$ cat config.mk
export PLATFORM = sky130hd
export DESIGN_NAME = pc_sequencer
export DESIGN_NICKNAME = d
export VERILOG_FILES = /design/src/rtl/pc_sequencer_pkg.sv /design/src/rtl/pc_sequencer_fetch_timer.sv /design/src/rtl/pc_sequencer.sv
export SDC_FILE = /design/constraint.sdc
export NUM_CORES = 1
export LEC_CHECK = 0
export ABC_CLOCK_PERIOD_IN_PS = 4600
export CORE_MARGIN = 2
export CORE_UTILIZATION = 38
export CTS_BUF_LIST = sky130_fd_sc_hd__clkbuf_2 sky130_fd_sc_hd__clkbuf_4 sky130_fd_sc_hd__clkbuf_8
export CTS_CLUSTER_SIZE = 16
export DETAILED_ROUTE_END_ITERATION = 10
export PLACE_DENSITY = 0.74
export SKIP_CTS_REPAIR_TIMING = 1
export SYNTH_ARGS = -nofsm -noshare
export SYNTH_HDL_FRONTEND = slang
export SYNTH_SLANG_ARGS = --single-unit
$ cat constraint.sdc
create_clock -name clk -period 4.6 [get_ports clk]
set_input_delay 0.46 -clock clk [delete_from_list [all_inputs] [get_ports clk]]
set_output_delay 0.46 -clock clk [all_outputs]
set_load 0.005 [all_outputs]
$ cat src/rtl/pc_sequencer_pkg.sv
// Shared types and helpers for the PC sequencer: FSM state encoding and the
// timer width used by the fetch watchdog.
package pc_sequencer_pkg;

   typedef enum logic [1:0] {
      PCS_FETCH   = 2'd0,
      PCS_ISSUE   = 2'd1,
      PCS_RESOLVE = 2'd2,
      PCS_TRAP    = 2'd3
   } pcsState_e;

   localparam int          TIMER_W = 8;
   localparam logic [31:0] PC_STEP = 32'd4;

   function automatic logic isWordAligned(input logic [31:0] addr);
      return (addr[1:0] == 2'b00);
   endfunction

endpackage

$ cat src/rtl/pc_sequencer_fetch_timer.sv
// Watchdog for outstanding instruction fetches: counts enabled cycles and flags
// the cycle in which the count reaches LAST.
module pc_sequencer_fetch_timer
   import pc_sequencer_pkg::*;
#(
   parameter logic [TIMER_W-1:0] LAST = {TIMER_W{1'b1}} - {{(TIMER_W-1){1'b0}}, 1'b1}
) (
   input  logic clk,
   input  logic rst,
   input  logic clear,
   input  logic enable,
   output logic expire
);

   logic [TIMER_W-1:0] count_r;

   // cycle counter, zeroed whenever the sequencer is not fetching
   always_ff @(posedge clk or posedge rst) begin
      if (rst) begin
         count_r <= {TIMER_W{1'b0}};
      end else if (clear) begin
         count_r <= {TIMER_W{1'b0}};
      end else if (enable) begin
         count_r <= count_r + {{(TIMER_W-1){1'b0}}, 1'b1};
      end else begin
         count_r <= count_r;
      end
   end

   assign expire = enable && (count_r == LAST);

endmodule

$ cat src/rtl/pc_sequencer.sv
// Architectural PC owner: fetches one instruction, hands it to decode, waits for
// branch resolution and commits PC+4, the redirect target or the trap vector.
module pc_sequencer
   import pc_sequencer_pkg::*;
#(
   parameter logic [31:0] RESET_PC      = 32'h0000_0000,
   parameter logic [31:0] TRAP_VEC      = 32'h0000_0100,
   parameter int unsigned FETCH_TIMEOUT = 255
) (
   input  logic        clk,
   input  logic        rst,
   output logic        imem_req,
   output logic [31:0] imem_addr,
   input  logic        imem_ack,
   input  logic [31:0] imem_rdata,
   output logic [31:0] inst,
   output logic        inst_valid,
   input  logic        inst_ready,
   input  logic        stall,
   input  logic        br_valid,
   input  logic        br_taken,
   input  logic [31:0] targetAddr,
   output logic [31:0] PC,
   output logic [31:0] pc_plus4,
   output logic        fetch_err,
   output logic        misalign_err
);

   localparam logic [TIMER_W-1:0] TIMER_LAST = TIMER_W'(FETCH_TIMEOUT - 32'd1);

   pcsState_e   state_r;
   pcsState_e   stateNext_s;
   logic [31:0] pc_r;
   logic [31:0] pcNext_s;
   logic [31:0] pcPlus4_s;
   logic [31:0] inst_r;
   logic        instLoad_s;
   logic        instValid_r;
   logic        instValidNext_s;
   logic        fetchErr_r;
   logic        fetchErrNext_s;
   logic        misalignErr_r;
   logic        misalignErrNext_s;
   logic        armed_r;
   logic        fetchActive_s;
   logic        timerExpire_s;

   // The request is held off for one cycle after reset release via armed_r.
   assign fetchActive_s = (state_r == PCS_FETCH) && armed_r;
   assign pcPlus4_s     = pc_r + PC_STEP;

   pc_sequencer_fetch_timer #(
      .LAST (TIMER_LAST)
   ) u_fetchTimer (
      .clk    (clk),
      .rst    (rst),
      .clear  (!fetchActive_s),
      .enable (fetchActive_s),
      .expire (timerExpire_s)
   );

   // next-state, next-PC and output-update decisions
   always_comb begin
      stateNext_s       = state_r;
      pcNext_s          = pc_r;
      instLoad_s        = 1'b0;
      instValidNext_s   = instValid_r;
      fetchErrNext_s    = 1'b0;
      misalignErrNext_s = 1'b0;
      case (state_r)
         PCS_FETCH: begin
            if (fetchActive_s && imem_ack) begin
               instLoad_s      = 1'b1;
               instValidNext_s = 1'b1;
               stateNext_s     = PCS_ISSUE;
            end else if (timerExpire_s) begin
               fetchErrNext_s = 1'b1;
               stateNext_s    = PCS_TRAP;
            end else begin
               stateNext_s = PCS_FETCH;
            end
         end
         PCS_ISSUE: begin
            if (inst_ready && !stall) begin
               instValidNext_s = 1'b0;
               stateNext_s     = PCS_RESOLVE;
            end else begin
               stateNext_s = PCS_ISSUE;
            end
         end
         PCS_RESOLVE: begin
            if (br_valid && !stall) begin
               if (!br_taken) begin
                  pcNext_s    = pcPlus4_s;
                  stateNext_s = PCS_FETCH;
               end else if (isWordAligned(targetAddr)) begin
                  pcNext_s    = targetAddr;
                  stateNext_s = PCS_FETCH;
               end else begin
                  misalignErrNext_s = 1'b1;
                  stateNext_s       = PCS_TRAP;
               end
            end else begin
               stateNext_s = PCS_RESOLVE;
            end
         end
         PCS_TRAP: begin
            pcNext_s    = TRAP_VEC;
            stateNext_s = PCS_FETCH;
         end
         default: begin
            pcNext_s    = pc_r;
            stateNext_s = PCS_FETCH;
         end
      endcase
   end

   // state, PC and registered outputs
   always_ff @(posedge clk or posedge rst) begin
      if (rst) begin
         state_r       <= PCS_FETCH;
         pc_r          <= RESET_PC;
         inst_r        <= 32'h0000_0000;
         instValid_r   <= 1'b0;
         fetchErr_r    <= 1'b0;
         misalignErr_r <= 1'b0;
         armed_r       <= 1'b0;
      end else begin
         state_r       <= stateNext_s;
         pc_r          <= pcNext_s;
         instValid_r   <= instValidNext_s;
         fetchErr_r    <= fetchErrNext_s;
         misalignErr_r <= misalignErrNext_s;
         armed_r       <= 1'b1;
         if (instLoad_s) begin
            inst_r <= imem_rdata;
         end else begin
            inst_r <= inst_r;
         end
      end
   end

   assign imem_req     = fetchActive_s;
   assign imem_addr    = pc_r;
   assign PC           = pc_r;
   assign pc_plus4     = pcPlus4_s;
   assign inst         = inst_r;
   assign inst_valid   = instValid_r;
   assign fetch_err    = fetchErr_r;
   assign misalign_err = misalignErr_r;

endmodule
==> run_results.csv, run 1 <==
group,metric,value,unit
status,outcome,"finished clean",
worst_setup_path,start_kind,"flop",
final_layout,finish.utilization,0.5709,
clock_tree,cts_tree,"yes",
route,first_pass_iters,5,
sta,hold_viol,0,
worst_setup_path,cp_max_fo,7,
placement,io_buffers,202,
route,drtIter0Drc,259,
placement,gp_congestion,0.8588,
worst_setup_path,critPathRequiredTime,4140,ps
floorplan,core_area,11420,sq um
sta,final.period_utilization,0.7488,
synthesis,synth_top_area_cell,"dfrtp_1",
global_routing,grt_pass1_vias,4043,
synthesis,synth_area_per_cell,10.14,sq um
placement,dpl.hpwl,10410,microns
synthesis,synth_warnings,0,
final_layout,fin_nets,673,
clock_tree,clk_path_buf_depth,2,
sta,worst_pin_slew,969.7,ps
final_layout,nFillCells,1040,
synthesis,seq_area_frac_synth,0.4397,
final_layout,drive_above_1_share,0.1142,
worst_setup_path,worst_ep_arrival_time,2980,ps
sta,setup-tns-final,0,ps
synthesis,synthCells,438,
clock_tree,clock_sinks,78,
floorplan,die_area,12560,sq um
synthesis,ys_ff_latch,78,
final_layout,regArea,1952,sq um
route,detail-route-antenna-nets,0,
clock_tree,clock_latency,350,ps
sta,timing.fmax,290.3,MHz
sta,maxSlewHeadroom,0.3532,
sta,setup_viol,0,
sta,rsz0062_at_grt,"false",
sta,period_minus_slack,3444,ps
sta,fin_skew,4.991,ps
power,leakagePower,0.002673,uW
global_routing,grt_pass1_wl,22030,microns
route,drc,0,
route,wl_per_cell,18.56,microns
sta,slew_violations,0,
synthesis,netlist_area,4439,sq um
synthesis,synth_top_area_share,0.4397,
synthesis,async_flop_share,1.000,
floorplan,die_h,112.1,microns
final_layout,num_antenna_cells,0,
power,ir_drop,0.0002974,V
final_layout,syn_to_final_growth,46.84,%
route,wl,13860,microns
worst_setup_path,path_cells,"ha_1 -> nand3_1 -> nor4_1 -> and3_1 -> xor2_1 -> clkdlybuf4s50_1",
worst_setup_path,end_kind,"output pin",
clock_tree,root_buffer,"clkbuf_8",
synthesis,synth.area.top_cells,"dfrtp_1, mux2_2, buf_4, xor2_1, nor2_1",
global_routing,grt_use_total,0.2216,
synthesis,synth_edf_count,0,
final_layout,multiInputGateArea,2091,sq um
floorplan,pin_count,203,
hold_path,hold_class,"in2async",
clock_tree,path_clk_slew,80,ps
synthesis,synth_fp_nets,512,
flow_run,cap_violations,0,
synthesis,synth_ff_type,"dfrtp_1",
worst_setup_path,path_class,"reg2out",
route,vias,4002,
global_routing,overflow,0,
route,viasPerCell,5.357,
synthesis,yosysUniqueCellTypes,54,
worst_setup_path,cp_slowest_cell,"nor4_1",
floorplan,initial_core_util,0.3888,
clock_tree,cts_made_buffers,9,
clock_tree,ctsHtreeMaxLevel,3,
worst_setup_path,slowest_delay,680,ps
floorplan,die_w,112.1,microns
power,cellPowerDensity,522.4,nW/um^2
floorplan,rows,39,
global_routing,antenna_found_initial,0,
global_routing,grt_max_degree,63,
path summary, 6_finish.rpt:
check / from / slack (ps) / end / cells past startpoint
setup / recovery: PC[3] / 1160 / pc_plus4[24] / 6
hold / removal: rst / 480 / inst[17] / 2
setup reg to reg: PC[3] / 2250 / PC[24] / 6
hold reg to reg: inst_valid / 490 / inst_valid / 1
max in group asynchronous: rst / 3110 / PC[9] / 3
min in group clk: br_taken / 490 / misalign_err / 3
cell type report:
cell class | count | share of cell area
Clock buffer | 11 | 0.02226
Clock inverter | 5 | 0.009021
Inverter | 12 | 0.007102
Multi-Input combinational cell | 292 | 0.3207
Sequential cell | 78 | 0.2994
Tap cell | 143 | 0.02745
Timing Repair Buffer | 206 | 0.3140
cells by family (layout without fill, tap and decap cells):
group | after synthesis | after routing | synth area share
and+or+nand+nor | 130 | 130 | 0.1742
AOI/OAI and AO/OA | 88 | 88 | 0.1302
DFF | 78 | 78 | 0.4397
buffers and inverters | 68 | 234 | 0.08934
muxes | 36 | 36 | 0.09019
xor gates and xnor gates | 34 | 34 | 0.06708
adders and majority gates | 3 | 3 | 0.008456
other | 1 | 1 | 0.0008447
routing by layer:
metal | GRT usage | up-vias | routed length (microns)
met2 | 0.3896 | 214 | 6844
li1 | - | 1856 | -
met5 | 0 | - | 0
met1 | 0.2500 | 1915 | 5261
met3 | 0.07775 | 17 | 1494
met4 | 0.07805 | 0 | 260
registers in the layout, summed over array words and instances, names as in the netlist:
signal / cells
misalign_err: 1
PC: 32
inst: 32
u_fetchTimer.count_r: 8
fetch_err: 1
armed_r: 1
state_r: 2
inst_valid: 1
per-stage QoR:
step / area, sq um / power [uW] / setup WS, ps / hold slack, ps / instances
floorplan: 4439 / 1881 / 2145 / 474.0 / 438
global placement: 6315 / 2871 / 1638 / 462.3 / 731
detailed placement: 6315 / 2904 / 1611 / 472.0 / 731
CTS: 6519 / 3451 / 1208 / 473.0 / 747
global route: 6519 / 3625 / 1065 / 517.8 / 747
finish: 6519 / 3405 / 1156 / 477.0 / 747
synthesized netlist by cell type (3+ instances only):
| master | instances |
|---|---|
| a22oi_1 | 11 |
| a21oi_1 | 17 |
| ha_1 | 3 |
| and3_1 | 8 |
| o21ai_1 | 3 |
| nor4_4 | 4 |
| xnor2_1 | 11 |
| buf_2 | 5 |
| clkbuf_1 | 13 |
| o21ai_0 | 24 |
| nand2_1 | 27 |
| mux2i_1 | 4 |
| nand3_1 | 15 |
| buf_1 | 3 |
| or3_1 | 3 |
| dfrtp_1 | 78 |
| xor2_1 | 23 |
| o22ai_1 | 5 |
| inv_1 | 12 |
| nor3b_1 | 3 |
| o2bb2ai_1 | 13 |
| nor2_1 | 33 |
| mux2_2 | 32 |
| buf_4 | 34 |
| nand4_1 | 5 |
| nor3_2 | 3 |
| nor3_1 | 6 |
| nor4_1 | 9 |
worst max-delay path: cells and delay by family (launching register included):
| kind | cells | cell delay [ps] |
|---|---|---|
| buffers and inverters | 1 | 510 |
| XOR/XNOR | 1 | 150 |
| AND/OR/NAND/NOR | 3 | 1220 |
| adder cells (fa/ha/maj) | 1 | 280 |
| flip-flops | 1 | 470 |
power breakdown:
part / internal [uW] / switching [uW]
clock: 272 / 260
combinational: 1060 / 544
sequential: 942 / 328
total: 2270 / 1130
layout by cell type (no fill, tap or decap), types with 13 or more instances in the layout:
cell / synthesis / routed
a21oi_1: 17 / 17
o2bb2ai_1: 13 / 13
clkdlybuf4s50_1: 0 / 201
nand3_1: 15 / 15
nand2_1: 27 / 27
o21ai_0: 24 / 24
mux2_2: 32 / 32
xor2_1: 23 / 23
nor2_1: 33 / 33
dfrtp_1: 78 / 78
(Power assumes the default switching activity.)
==> run 2, diff against run 1 <==
ABC_CLOCK_PERIOD_IN_PS = 2800   (was 4600)
PLACE_DENSITY = 0.77   (was 0.74)
clock period = 2.8 ns   (was 4.6 ns; I/O delays follow)
==> run_results.csv, run 2 (synthesized netlist as in run 1, its figures left out) <==
group,metric,value,unit
worst_setup_path,slowest_delay,520,ps
floorplan,core_area,11420,sq um
final_layout,final_common_cell,"clkdlybuf4s50_1",
worst_setup_path,cp_max_fo,6,
route,viasPerCell,5.333,
sta,setup_viol,0,
final_layout,final_cell_mix,"clkdlybuf4s50_1, dfrtp_1, buf_4, nor2_1, mux2_2",
route,drc,0,
final_layout,drive_above_1_share,0.2115,
global_routing,grt_pass1_wl,21710,microns
sta,setup-tns-final,0,ps
power,clockPowerShare,0.153,
clock_tree,clock_sinks,78,
final_layout,fin_nets,712,
power,p_seq_frac,0.337,
worst_setup_path,cp_slowest_cell,"clkdlybuf4s50_1",
sta,holdWs,292.0,ps
floorplan,initial_core_util,0.3888,
clock_tree,root_buffer,"clkbuf_8",
route,drtIter0Drc,301,
hold_path,hold_class,"in2async",
placement,gp_congestion,0.8250,
clock_tree,clock_latency,350,ps
clock_tree,path_clk_slew,90,ps
flow_run,cap_violations,0,
route,vias,4192,
final_layout,syn_to_final_growth,56.82,%
power,combPwrFrac,0.510,
route,wl_per_cell,17.91,microns
sta,hold_viol,0,
worst_setup_path,worst_ep_arrival_time,2460,ps
floorplan,die_w,112.1,microns
sta,rsz0062_at_grt,"true",
global_routing,overflow,0,
floorplan,pin_count,203,
worst_setup_path,rrSetupSlack,770,ps
power,p_int,3938,uW
power,switchingPower,1924,uW
global_routing,grt_use_total,0.2168,
status,outcome,"finished clean",
sta,fin_skew,7.869,ps
sta,period_minus_slack,2745,ps
placement,dpl.hpwl,10530,microns
clock_tree,cts_made_buffers,9,
floorplan,die_h,112.1,microns
floorplan,rows,39,
global_routing,grt_pass1_vias,4226,
clock_tree,ctsHtreeMaxLevel,3,
worst_setup_path,start_kind,"flop",
power,sw_frac_of_total,0.3282,
final_layout,finish.utilization,0.6097,
worst_setup_path,path_cells,"ha_2 -> and3_4 -> nand3_4 -> nor3_1 -> xor2_1 -> clkdlybuf4s50_1",
global_routing,grt_max_degree,62,
sta,final.period_utilization,0.9803,
final_layout,num_antenna_cells,0,
route,wl,14080,microns
sta,timing.fmax,364.3,MHz
sta,worst_pin_slew,758.6,ps
route,first_pass_iters,5,
clock_tree,cts_tree,"yes",
floorplan,die_area,12560,sq um
global_routing,antenna_found_initial,0,
power,ir_drop,0.0006345,V
power,leakagePower,0.002985,uW
sta,maxSlewHeadroom,0.4942,
final_layout,nFillCells,946,
sta,slew_violations,0,
worst_setup_path,critPathRequiredTime,2520,ps
power,cellPowerDensity,842.0,nW/um^2
placement,io_buffers,202,
clock_tree,clk_path_buf_depth,2,
worst_setup_path,path_class,"reg2out",
route,detail-route-antenna-nets,0,
worst_setup_path,end_kind,"output pin",
run 2: changes by cell type in the layout (fill, tap and decap cells not counted), moves of 4 or more:
| cell | change |
|---|---|
| buf_4 | +38 |
| dfrtp_1 | -13 |
| dfrtp_2 | +13 |
| nand3_1 | -4 |
run 2: critical path, delay by kind of cell (launching register included):
kind,cells,cell delay (ps)
AND/OR/NAND/NOR,3,760
buffers and inverters,1,520
flip-flops,1,420
adder cells (fa/ha/maj),1,220
XOR/XNOR,1,190
run 2: worst paths after layout:
check                                 from      endpoint  cells past startpoint
worst min-delay path                   rst         PC[1]                      2
max in group asynchronous              rst        PC[25]                      3
min in group clk                  br_taken  misalign_err                      3
worst max register to register  state_r[0]         PC[9]                      6
worst min register to register  inst_valid    inst_valid                      1
worst max-delay path                 PC[2]  pc_plus4[14]                      6
run 2: power groups by stage:
stage	combinational, uW	clock (uW)	sequential, uW
2_1_floorplan	1090	0	2000
3_3_place_gp	2850	0	1960
3_5_place_dp	2890	0	1990
4_1_cts	2910	909	1970
5_1_grt	3220	962	2040
6_report	2990	896	1980
run 2: stage by stage:
stage / instance area [sq um] / setup WS, ps / std cells / total power (uW)
5_1_grt: 6962 / -44.01 / 786 / 6227
3_3_place_gp: 6515 / 260.4 / 756 / 4807
4_1_cts: 6724 / -185.5 / 772 / 5789
3_5_place_dp: 6515 / 223.5 / 756 / 4880
2_1_floorplan: 4439 / 525.0 / 438 / 3091
6_report: 6962 / 55.15 / 786 / 5862
run 2: metal layers:
metal / share of wire / routed length, microns / GRT usage
met2: 0.50 / 7043 / 0.3823
met4: 0.021 / 293 / 0.06098
met1: 0.37 / 5208 / 0.2415
met3: 0.11 / 1530 / 0.08909
met5: 0 / 0 / 0
run 2: final cells by class:
| cell class | instances | area, sq um | share of cell area |
|---|---|---|---|
| clock buffer | 11 | 151.4 | 0.02175 |
| clock inverter | 5 | 57.56 | 0.008267 |
| inverter | 12 | 46.29 | 0.006650 |
| multi-input combinational | 292 | 2202 | 0.3163 |
| sequential | 78 | 1968 | 0.2827 |
| tap | 143 | 178.9 | 0.02570 |
| timing repair buffer | 245 | 2357 | 0.3386 |
==> run 3, diff against run 2 <==
MAX_ROUTING_LAYER = met4   (was default)
==> run_results.csv, run 3 (synthesized netlist as in run 1, its figures left out) <==
group,metric,value,unit
clock_tree,clock_latency,360,ps
global_routing,overflow,0,
power,cellPowerDensity,842.5,nW/um^2
floorplan,die_h,112.1,microns
route,wl,14040,microns
worst_setup_path,path_class,"reg2out",
sta,fin_skew,8.936,ps
clock_tree,ctsHtreeMaxLevel,3,
flow_run,cap_violations,0,
sta,setup-tns-final,0,ps
floorplan,rows,39,
floorplan,core_area,11420,sq um
global_routing,grt_pass1_vias,4229,
worst_setup_path,start_kind,"flop",
final_layout,drive_above_1_share,0.2115,
power,finalPower,5865,uW
final_layout,fin_cells,786,
placement,gp_congestion,0.8375,
floorplan,initial_core_util,0.3888,
worst_setup_path,crit_buf_inv,1,
worst_setup_path,cp_slowest_cell,"clkdlybuf4s50_1",
global_routing,grt_max_degree,62,
floorplan,die_area,12560,sq um
sta,rsz0062_at_grt,"true",
route,first_pass_iters,5,
placement,dp_cells,756,
floorplan,die_w,112.1,microns
sta,timing.fmax,365.3,MHz
placement,dpl.hpwl,10530,microns
clock_tree,cts_made_buffers,9,
clock_tree,cts_tree,"yes",
worst_setup_path,end_kind,"output pin",
final_layout,num_antenna_cells,0,
sta,period_minus_slack,2737,ps
route,drc,0,
worst_setup_path,worst_ep_arrival_time,2460,ps
worst_setup_path,path_cells,"ha_2 -> and3_4 -> nand3_4 -> nor3_1 -> xor2_1 -> clkdlybuf4s50_1",
sta,maxSlewHeadroom,0.4861,
route,wl_per_cell,17.86,microns
clock_tree,root_buffer,"clkbuf_8",
final_layout,final_common_cell,"clkdlybuf4s50_1",
floorplan,pin_count,203,
worst_setup_path,crit_family,"simple AND/OR/NAND/NOR gates",
hold_path,hold_class,"in2async",
placement,io_buffers,202,
sta,setup_viol,0,
status,outcome,"finished clean",
route,vias,4185,
sta,worst_pin_slew,770.9,ps
sta,holdWs,285.7,ps
route,viasPerCell,5.324,
worst_setup_path,reg2reg_from,"state_r[0]",
route,drtIter0Drc,276,
worst_setup_path,critPathRequiredTime,2520,ps
global_routing,grt_pass1_wl,21710,microns
final_layout,fin_nets,712,
sta,slew_violations,0,
global_routing,grt_use_total,0.2234,
sta,worst_slack,62.66,ps
placement,pre_cts_ws,223.5,ps
power,leakagePower,0.002985,uW
worst_setup_path,cp_max_fo,6,
sta,hold_viol,0,
final_layout,final_cell_mix,"clkdlybuf4s50_1, dfrtp_1, buf_4, nor2_1, mux2_2",
route,detail-route-antenna-nets,0,
power,ir_drop,0.0006357,V
clock_tree,path_clk_slew,90,ps
final_layout,syn_to_final_growth,56.82,%
worst_setup_path,slowest_delay,520,ps
clock_tree,clock_sinks,78,
sta,final.period_utilization,0.9776,
clock_tree,clk_path_buf_depth,2,
worst_setup_path,crit_start,"PC[2]",
global_routing,antenna_found_initial,0,
==> run 3: cell counts in the layout (fill, tap and decap cells not counted) <==
Identical to the previous run, type by type.
==> run 3: layout make-up <==
type | count | area [sq um]
timing repair buffer | 245 | 2357
inverter | 12 | 46.29
fill | 946 | 4457
sequential | 78 | 1968
multi-input combinational | 292 | 2202
tap | 143 | 178.9
clock inverter | 5 | 57.56
clock buffer | 11 | 151.4
==> run 3: stage by stage <==
stage | area [sq um] | utilization
detailed placement | 6515 | 0.5706
finish | 6962 | 0.6097
floorplan | 4439 | -
global route | 6962 | 0.6097
CTS | 6724 | 0.5889
global placement | 6515 | 0.5706
==> run 3: path summary, 6_finish.rpt <==
kind	end	slack (ps)	depth (start not counted)
setup / recovery	pc_plus4[14]	60	6
hold / removal	PC[1]	290	2
setup reg to reg	PC[9]	790	6
hold reg to reg	inst_valid	500	1
max in group asynchronous	PC[24]	1830	3
min in group clk	misalign_err	320	3
==> run 3: per-layer routing <==
metal	wire (microns)	vias to the layer above	GRT usage
met5	0	-	-
met4	259	0	0.06098
met3	1312	24	0.07181
met2	7093	207	0.3823
met1	5372	2026	0.2530
li1	-	1928	-
==> run 3: worst reg2reg max path: stages (launching register included) <==
cell and delay (ps):
dfrtp_1 480, and4bb_2 370, nand2_1 100, buf_4 210, nor2_1 370, a21oi_1 110, o21ai_0 260
==> run 3: power breakdown <==
part | internal, uW | leakage, uW | switching (uW)
combinational | 1920 | 0.00191 | 1080
sequential | 1560 | 0.000976 | 413
clock | 459 | 0.0000976 | 437
total | 3940 | 0.00298 | 1930
